File: src/rtl/sgd_adder_tree_accum_if.sv
// Beat-in / result-out stream bundle for the SGD adder-tree accumulator.
// slave is the accumulator side, master is the driving/consuming side.
interface sgd_adder_tree_accum_if #(
  parameter int NUM_LANES      = 16,
  parameter int DATA_WIDTH     = 32,
  parameter int BEAT_CNT_WIDTH = 16
);
  logic [NUM_LANES*DATA_WIDTH-1:0] in_data;
  logic                            in_valid;
  logic                            in_last;
  logic                            in_ready;
  logic signed [DATA_WIDTH-1:0]    out_data;
  logic                            out_valid;
  logic                            out_ready;
  logic [BEAT_CNT_WIDTH-1:0]       out_beats;
  logic                            out_overflow;

  modport slave (
    input  in_data, in_valid, in_last, out_ready,
    output in_ready, out_data, out_valid, out_beats, out_overflow
  );

  modport master (
    output in_data, in_valid, in_last, out_ready,
    input  in_ready, out_data, out_valid, out_beats, out_overflow
  );
endinterface

File: src/rtl/sgd_adder_tree_accum.sv
// Pipelined signed reduction tree over NUM_LANES lanes followed by a
// multi-beat accumulator. One saturated sum per frame (closed by in_last).
// A single global enable freezes the whole pipe while a result is refused.
module sgd_adder_tree_accum #(
  parameter int NUM_LANES      = 16,
  parameter int DATA_WIDTH     = 32,
  parameter int BEAT_CNT_WIDTH = 16
) (
  input logic                   clk,
  input logic                   rst_n,
  sgd_adder_tree_accum_if.slave bus
);
  localparam int TREE_DEPTH = (NUM_LANES < 2) ? 1 : $clog2(NUM_LANES);
  localparam int ACC_WIDTH  = DATA_WIDTH + TREE_DEPTH + BEAT_CNT_WIDTH;
  localparam int PAD        = 1 << TREE_DEPTH;
  localparam int HALF       = PAD / 2;
  localparam int TW         = DATA_WIDTH + TREE_DEPTH;

  localparam logic signed [ACC_WIDTH-1:0] SAT_MAX =
    {{(ACC_WIDTH-DATA_WIDTH+1){1'b0}}, {(DATA_WIDTH-1){1'b1}}};
  localparam logic signed [ACC_WIDTH-1:0] SAT_MIN = ~SAT_MAX;

  logic                      en;
  logic [DATA_WIDTH-1:0]     lane [PAD];
  // Every level is held at the final tree width; level k only ever carries
  // DATA_WIDTH+k+1 significant bits, the rest is sign extension.
  logic [TW-1:0]             node_q [TREE_DEPTH][HALF];
  logic [TREE_DEPTH-1:0]     vld_q;
  logic [TREE_DEPTH-1:0]     lst_q;

  logic signed [ACC_WIDTH-1:0] acc_q;
  logic signed [ACC_WIDTH-1:0] tree_ext;
  logic signed [ACC_WIDTH-1:0] sum;
  logic [BEAT_CNT_WIDTH-1:0]   cnt_q;
  logic [BEAT_CNT_WIDTH-1:0]   cnt_next;
  logic                        cnt_full;
  logic                        sticky_q;
  logic                        first_q;
  logic                        clip_hi;
  logic                        clip_lo;
  logic                        tree_vld;
  logic                        tree_lst;
  logic                        load;

  logic [DATA_WIDTH-1:0]     out_data_q;
  logic [BEAT_CNT_WIDTH-1:0] out_beats_q;
  logic                      out_ovf_q;
  logic                      out_valid_q;

  function automatic logic [TW-1:0] lane_ext(input logic [DATA_WIDTH-1:0] v);
    return {{TREE_DEPTH{v[DATA_WIDTH-1]}}, v};
  endfunction

  assign en           = !(out_valid_q && !bus.out_ready);
  assign bus.in_ready = en;

  // Lanes beyond NUM_LANES are zero so the tree is always a full power of two.
  for (genvar i = 0; i < PAD; i++) begin : g_pad
    if (i < NUM_LANES) begin : g_lane
      assign lane[i] = bus.in_data[i*DATA_WIDTH +: DATA_WIDTH];
    end else begin : g_zero
      assign lane[i] = '0;
    end
  end

  // Tree data: pairwise sums, one register level per tree depth step.
  always_ff @(posedge clk) begin
    if (en) begin
      for (int j = 0; j < HALF; j++)
        node_q[0][j] <= lane_ext(lane[2*j]) + lane_ext(lane[2*j+1]);
      for (int k = 1; k < TREE_DEPTH; k++) begin
        for (int j = 0; j < (HALF >> k); j++)
          node_q[k][j] <= node_q[k-1][2*j] + node_q[k-1][2*j+1];
        for (int j = (HALF >> k); j < HALF; j++)
          node_q[k][j] <= '0;
      end
    end
  end

  // valid/last shadow the tree data level by level.
  always_ff @(posedge clk or negedge rst_n) begin
    if (!rst_n) begin
      vld_q <= '0;
      lst_q <= '0;
    end else if (en) begin
      vld_q[0] <= bus.in_valid;
      lst_q[0] <= bus.in_valid && bus.in_last;
      for (int k = 1; k < TREE_DEPTH; k++) begin
        vld_q[k] <= vld_q[k-1];
        lst_q[k] <= lst_q[k-1];
      end
    end
  end

  assign tree_vld = vld_q[TREE_DEPTH-1];
  assign tree_lst = lst_q[TREE_DEPTH-1];
  assign tree_ext = {{(ACC_WIDTH-TW){node_q[TREE_DEPTH-1][0][TW-1]}}, node_q[TREE_DEPTH-1][0]};
  assign sum      = (first_q ? '0 : acc_q) + tree_ext;
  assign cnt_full = &cnt_q;
  assign cnt_next = cnt_full ? cnt_q : cnt_q + BEAT_CNT_WIDTH'(1);
  assign clip_hi  = sum > SAT_MAX;
  assign clip_lo  = sum < SAT_MIN;
  assign load     = en && tree_vld && tree_lst;

  // Running frame state: accumulator, beat count, sticky overflow.
  always_ff @(posedge clk or negedge rst_n) begin
    if (!rst_n) begin
      acc_q    <= '0;
      cnt_q    <= '0;
      sticky_q <= 1'b0;
      first_q  <= 1'b1;
    end else if (en && tree_vld) begin
      if (!tree_lst) begin
        acc_q    <= sum;
        cnt_q    <= cnt_next;
        sticky_q <= sticky_q | cnt_full;
        first_q  <= 1'b0;
      end else begin
        acc_q    <= '0;
        cnt_q    <= '0;
        sticky_q <= 1'b0;
        first_q  <= 1'b1;
      end
    end
  end

  // Result register; a new frame result may replace an accepted one in place.
  always_ff @(posedge clk or negedge rst_n) begin
    if (!rst_n) begin
      out_data_q  <= '0;
      out_beats_q <= '0;
      out_ovf_q   <= 1'b0;
      out_valid_q <= 1'b0;
    end else begin
      if (load) begin
        out_data_q  <= clip_hi ? SAT_MAX[DATA_WIDTH-1:0] :
                       clip_lo ? SAT_MIN[DATA_WIDTH-1:0] : sum[DATA_WIDTH-1:0];
        out_ovf_q   <= clip_hi | clip_lo | sticky_q | cnt_full;
        out_beats_q <= cnt_next;
      end
      out_valid_q <= load || (out_valid_q && !bus.out_ready);
    end
  end

  assign bus.out_data     = out_data_q;
  assign bus.out_beats    = out_beats_q;
  assign bus.out_overflow = out_ovf_q;
  assign bus.out_valid    = out_valid_q;
endmodule

File: src/flat_wrapper.sv
// flat-port wrapper written by rule: the top's interface ports become plain ports
module sgd_adder_tree_accum_flat 
#(
  parameter int NUM_LANES      = 16,
  parameter int DATA_WIDTH     = 32,
  parameter int BEAT_CNT_WIDTH = 16
)
  (clk, rst_n, bus_in_data, bus_in_valid, bus_in_last, bus_out_ready, bus_in_ready, bus_out_data, bus_out_valid, bus_out_beats, bus_out_overflow);
  sgd_adder_tree_accum_if #(.NUM_LANES(NUM_LANES), .DATA_WIDTH(DATA_WIDTH), .BEAT_CNT_WIDTH(BEAT_CNT_WIDTH)) bus_i ();
  input logic clk;
  input logic rst_n;
  input wire logic [$bits(bus_i.in_data)-1:0] bus_in_data;
  input wire logic [$bits(bus_i.in_valid)-1:0] bus_in_valid;
  input wire logic [$bits(bus_i.in_last)-1:0] bus_in_last;
  input wire logic [$bits(bus_i.out_ready)-1:0] bus_out_ready;
  output wire logic [$bits(bus_i.in_ready)-1:0] bus_in_ready;
  output wire logic [$bits(bus_i.out_data)-1:0] bus_out_data;
  output wire logic [$bits(bus_i.out_valid)-1:0] bus_out_valid;
  output wire logic [$bits(bus_i.out_beats)-1:0] bus_out_beats;
  output wire logic [$bits(bus_i.out_overflow)-1:0] bus_out_overflow;
  assign bus_i.in_data = bus_in_data;
  assign bus_i.in_valid = bus_in_valid;
  assign bus_i.in_last = bus_in_last;
  assign bus_i.out_ready = bus_out_ready;
  assign bus_in_ready = bus_i.in_ready;
  assign bus_out_data = bus_i.out_data;
  assign bus_out_valid = bus_i.out_valid;
  assign bus_out_beats = bus_i.out_beats;
  assign bus_out_overflow = bus_i.out_overflow;
  sgd_adder_tree_accum #(.NUM_LANES(NUM_LANES), .DATA_WIDTH(DATA_WIDTH), .BEAT_CNT_WIDTH(BEAT_CNT_WIDTH)) u_core (.clk(clk), .rst_n(rst_n), .bus(bus_i));
endmodule
File: config.mk
export PLATFORM = sky130hd
export DESIGN_NAME = sgd_adder_tree_accum_flat
export DESIGN_NICKNAME = d
export VERILOG_FILES = /design/src/rtl/sgd_adder_tree_accum_if.sv /design/src/rtl/sgd_adder_tree_accum.sv /design/src/flat_wrapper.sv
export SDC_FILE = /design/constraint.sdc
export NUM_CORES = 2
export LEC_CHECK = 0
export BUFFER_PORTS_ARGS = -buffer_cell sky130_fd_sc_hd__buf_2
export CORE_MARGIN = 4
export CORE_UTILIZATION = 60
export DETAILED_ROUTE_END_ITERATION = 12
export PLACE_DENSITY = 0.9
export SLEW_MARGIN = 0
export SYNTH_ARGS = -nofsm -noshare
export SYNTH_HDL_FRONTEND = slang
export SYNTH_SLANG_ARGS = --single-unit
File: constraint.sdc
create_clock -name clk -period 28.3 [get_ports clk]
set_input_delay 4.245 -clock clk [delete_from_list [all_inputs] [get_ports clk]]
set_output_delay 4.245 -clock clk [all_outputs]
set_load 0.01 [all_outputs]
=== After elaboration in Yosys (flattened, before gate mapping) ===
Memories as Yosys holds them, arrays and structs flattened.
Index checks and enable logic that the tools add are counted.
W data, S select, Z words.

* Register bits: 128
* Memory bits (writable): 1,152
* Output and inout bits: 51
* Memories: 1

* Add/sub/neg operators: 17
* Magnitude comparators: 2
* Multiplexer cells: 9
* Bitwise gates (word level): 4
* Reduce and logical (&&, ||, !) cells: 8

{| class="wikitable"
|+ Memory list
! name !! depth !! bits a word !! rd ports !! clocked after Yosys merged registers in !! write ports !! line !! source
|-
| u_core.node_q || 4 || 288 || 4 || 0 || 4 || sgd_adder_tree_accum.sv:27 || <nowiki>logic [TW-1:0] node_q [TREE_DEPTH][HALF];</nowiki>
|}

{| class="wikitable"
|+ Operator list
! operator !! number
|-
| $add A32 B32 Y33 || 8
|-
| $add A36 B36 Y36 || 7
|-
| $mux W52 || 2
|-
| $mux W32 || 2
|-
| $add A52 B52 Y52 || 1
|-
| $gt A52 B32 Y1 const B || 1
|-
| $lt A52 B32 Y1 const B || 1
|-
| $mux W16 || 2
|-
| $add A16 B1 Y16 const B || 1
|-
| $reduce_and A16 Y1 || 1
|-
| $logic_and A1 B1 Y1 || 4
|-
| $or A1 B1 Y1 || 4
|-
| $mux W1 || 3
|-
| $logic_not A1 Y1 || 2
|-
| $logic_or A1 B1 Y1 || 1
|}

=== Longest topological paths before layout ===
* Word-level depth: 6
* Mapped depth: 20
* Depth with buffers taken out: 17

=== Least setup slack after synthesis ===
No wires, ideal clock.

* Kind: input port to output port
* Start point: input port bus_out_ready
* End point: output port bus_in_ready
* Arrival: 18.546 ns
* Data required time: 24.055 ns
* Path slack: 5.509 ns
* Stages on the path: 2
* Buffers on the path: 1
* Cells stage by stage: nand2b_1 > buf_1

* Longest elaborated chain between the ends: 3

{| class="wikitable"
|+ Ends and longest elaborated chain
! what !! line !! source
|-
| from (decl) || flat_wrapper.sv:15 || <nowiki>input wire logic [$bits(bus_i.out_ready)-1:0] bus_out_ready;</nowiki>
|-
| $logic_not A1 Y1 || sgd_adder_tree_accum.sv:54 || <nowiki>assign en = !(out_valid_q && !bus.out_ready);</nowiki>
|-
| $logic_and A1 B1 Y1 || sgd_adder_tree_accum.sv:54 ||
|-
| $logic_not A1 Y1 || sgd_adder_tree_accum.sv:54 ||
|-
| to (decl) || flat_wrapper.sv:16 || <nowiki>output wire logic [$bits(bus_i.in_ready)-1:0] bus_in_ready;</nowiki>
|}

Every way passes these cells.

=== Worst setup path in the final report ===
Ends and elaborated chain as after synthesis.

==> results.ini <==
[global_route]
grt_pass1_wl_mm=197
grt_overflow_total=0
grt_usage=0.298
grt_max_degree=86
grt_pass1_vias=37406
antenna_found_initial=20

[placement]
placed_cell_area_mm2=0.0503
dp_hpwl_mm=100
portBuffers=567
place_congestion=1.01
placed_cells=6167

[critical_path]
crit_path_start_kind=input port
critPathArrivalTime_ns=5.08
critPathKind=in2out
crit_path_max_fanout=45
worstPathRequired_ns=24.05
end_kind=primary output

[drt]
vias=38632
post_drt_via_cell_ratio=6.13
drtAntennaViolNets=0
top_layer_used=met5
wl_met2_mm=61.8
drt_wl_total_mm=127
drc=0
wire_per_inst_um=20.2
drt_first_pass_iters=6
drt_first_iter_violations=3142
drt-met1-wl_mm=51.9
wl_met3_mm=9.11

[clocking]
cts_sinks=644
clk_pin_slew_ns=0.06
postCtsHoldBufs=0
root_buffer=clkbuf_16
cts_buffers=72
cts_resized=0
cts_setup_buffers=0
tritoncts=yes
clk_latency_ns=0.62
cts.path.max_buffers=3
cts-htree-levels=3

[run]
drv_cap=0

[synthesis]
synthTopCellsByArea=edfxtp_1 (33%), ha_1 (15%), dfrtp_1 (6.9%)
postSynthCellCount=4620
ys_top_cells_by_count=ha_1 (545), edfxtp_1 (516), a21oi_1 (440)
synthArstFlopShare=0.199
synth_top_cell_area_share=0.334
yosysTopAreaCell=edfxtp_1
synth_seq_cells=644
synth_enable_flop_cells=516
netlist_area_mm2=0.0463
synth.avg_cell_area_um2=10.0
synth_fp_nets=5698
ys_warn_count=0
yosysMostFrequentCell=ha_1
ys_types=82
synthFlopType=edfxtp_1
synth-seq-area-share=0.404

[sta]
finalHoldViolations=0
period_needed_ns=9.32
finalSetupTns_ns=0
grt_setup_unrepaired=no
setup_viol=0
post-route-period-util=0.329
relSlewSlack=0.209
worst_pin_slew_ns=1.18
fin_skew_ns=0.0218
fmax_mhz=107
maxSlewViolCount=0

[power]
pwr-share-seq=0.295
comb_power_share=0.568
finalPower_w=0.00635
vdd_drop_max_v=0.0000622
power.density_mw_per_mm2=121
clock_power_share=0.137
p_leak_nw=23.6
p_sw_frac=0.428
p_int_w=0.00363
switching_power_w=0.00272

[floorplan]
die-area_mm2=0.0817
die_h_um=286
die_x_um=286
row_count=101
ios=568
core_area_mm2=0.0762
start_util=0.608

[final_layout]
stdcell_count=6304
drive_gt1_frac=0.140
fin_area_mm2=0.0525
fin_nets=6289
syn2layout_area_growth_pct=13.4

[outcome]
status=completed

[min_path]
min_path_type=reg2reg

-- power by group through the flow --
| stage | Clock [W] | Combinational, W | Sequential (W) |
|---|---|---|---|
| global placement | 0 | 0.00339 | 0.00187 |
| CTS | 0.000880 | 0.00356 | 0.00187 |
| global route | 0.000923 | 0.00398 | 0.00190 |
| detailed placement | 0 | 0.00352 | 0.00188 |
| floorplan | 0 | 0.00267 | 0.00191 |
| finish | 0.000873 | 0.00361 | 0.00187 |
-- final timing paths --
check | start | to | slack [ns] | depth (start not counted)
max reg2reg | u_core.first_q | u_core.bus.out_data[2] | 22.07 | 16
min in group asynchronous | rst_n | u_core.bus.out_beats[6] | 3.76 | 1
min reg2reg | u_core.bus.out_beats[8] | u_core.bus.out_beats[8] | 0.47 | 2
min | u_core.bus.out_beats[8] | u_core.bus.out_beats[8] | 0.47 | 2
max in group asynchronous | rst_n | u_core.acc_q[51] | 23.17 | 2
max | bus_out_ready | bus_in_ready | 18.98 | 3
-- area by class of cell --
type / instances / area (um2)
inverter: 201 / 754
sequential: 644 / 18700
antenna: 12 / 30.0
multi-input combinational: 3710 / 26600
tap: 1030 / 1290
timing repair buffer: 582 / 2950
fill: 5516 / 23700
clock buffer: 92 / 1930
clock inverter: 33 / 240
-- flip-flops by register name (all words and copies together) (netlist names) --
name and flops:
u_core.node_q 516, u_core.acc_q 52, u_core.bus.out_data 32, u_core.bus.out_beats 16
u_core.cnt_q 16, u_core.lst_q 4, u_core.vld_q 4, u_core.bus.out_overflow 1
u_core.bus.out_valid 1, u_core.first_q 1, u_core.sticky_q 1
-- cells by family (layout without fill, tap and decap cells) --
kind of cell | Yosys count | count (layout) | share of synthesized area
multiplexers | 13 | 13 | 0.00300
flip-flops | 644 | 644 | 0.404
XOR/XNOR | 464 | 464 | 0.0877
buffers and inverters | 266 | 908 | 0.0219
adder cells (fa/ha/maj) | 561 | 561 | 0.154
AO/OA/AOI/OAI | 1440 | 1440 | 0.201
other | 0 | 12 | 0
AND/OR/NAND/NOR | 1232 | 1232 | 0.129
-- worst max-delay path, cell delays in order --
cell and delay [ns]:
buf_2 0.08, nand2b_4 0.48, buf_2 0.25
-- layer usage --
metal,track usage,vias up
met5,0,-
met4,0.0952,16
met1,0.389,18429
li1,-,18388
met2,0.513,1515
met3,0.0472,284
-- placed cells by master (no fill, tap or decap), types with 22 or more instances in the layout --
master / count
xnor2_1: 344
o21a_1: 83
nand4_1: 34
and2_1: 22
ha_1: 545
or3_1: 28
a22o_1: 46
nand2b_1: 87
nor2_1: 358
edfxtp_1: 516
nand3_1: 91
nand2_1: 272
a21oi_1: 440
o21bai_1: 61
nor2b_1: 121
dfrtp_1: 127
o31ai_1: 28
nor3_1: 96
clkbuf_16: 73
xor2_1: 120
and3_1: 53
o22ai_1: 25
o21ai_0: 272
inv_1: 201
a21o_1: 205
a21boi_0: 23
a211oi_1: 46
o211ai_1: 25
a31oi_1: 40
buf_2: 566
-- per-stage QoR --
step	util	hold slack [ns]	setup WS [ns]
after detailed placement	0.661	0.464	18.96
after global placement	0.661	0.456	19.00
after global routing	0.689	0.499	18.90
final	0.689	0.474	18.98
after floorplan	-	0.441	5.51
after CTS	0.689	0.479	18.96
Power figures use the tool's default switching activity.
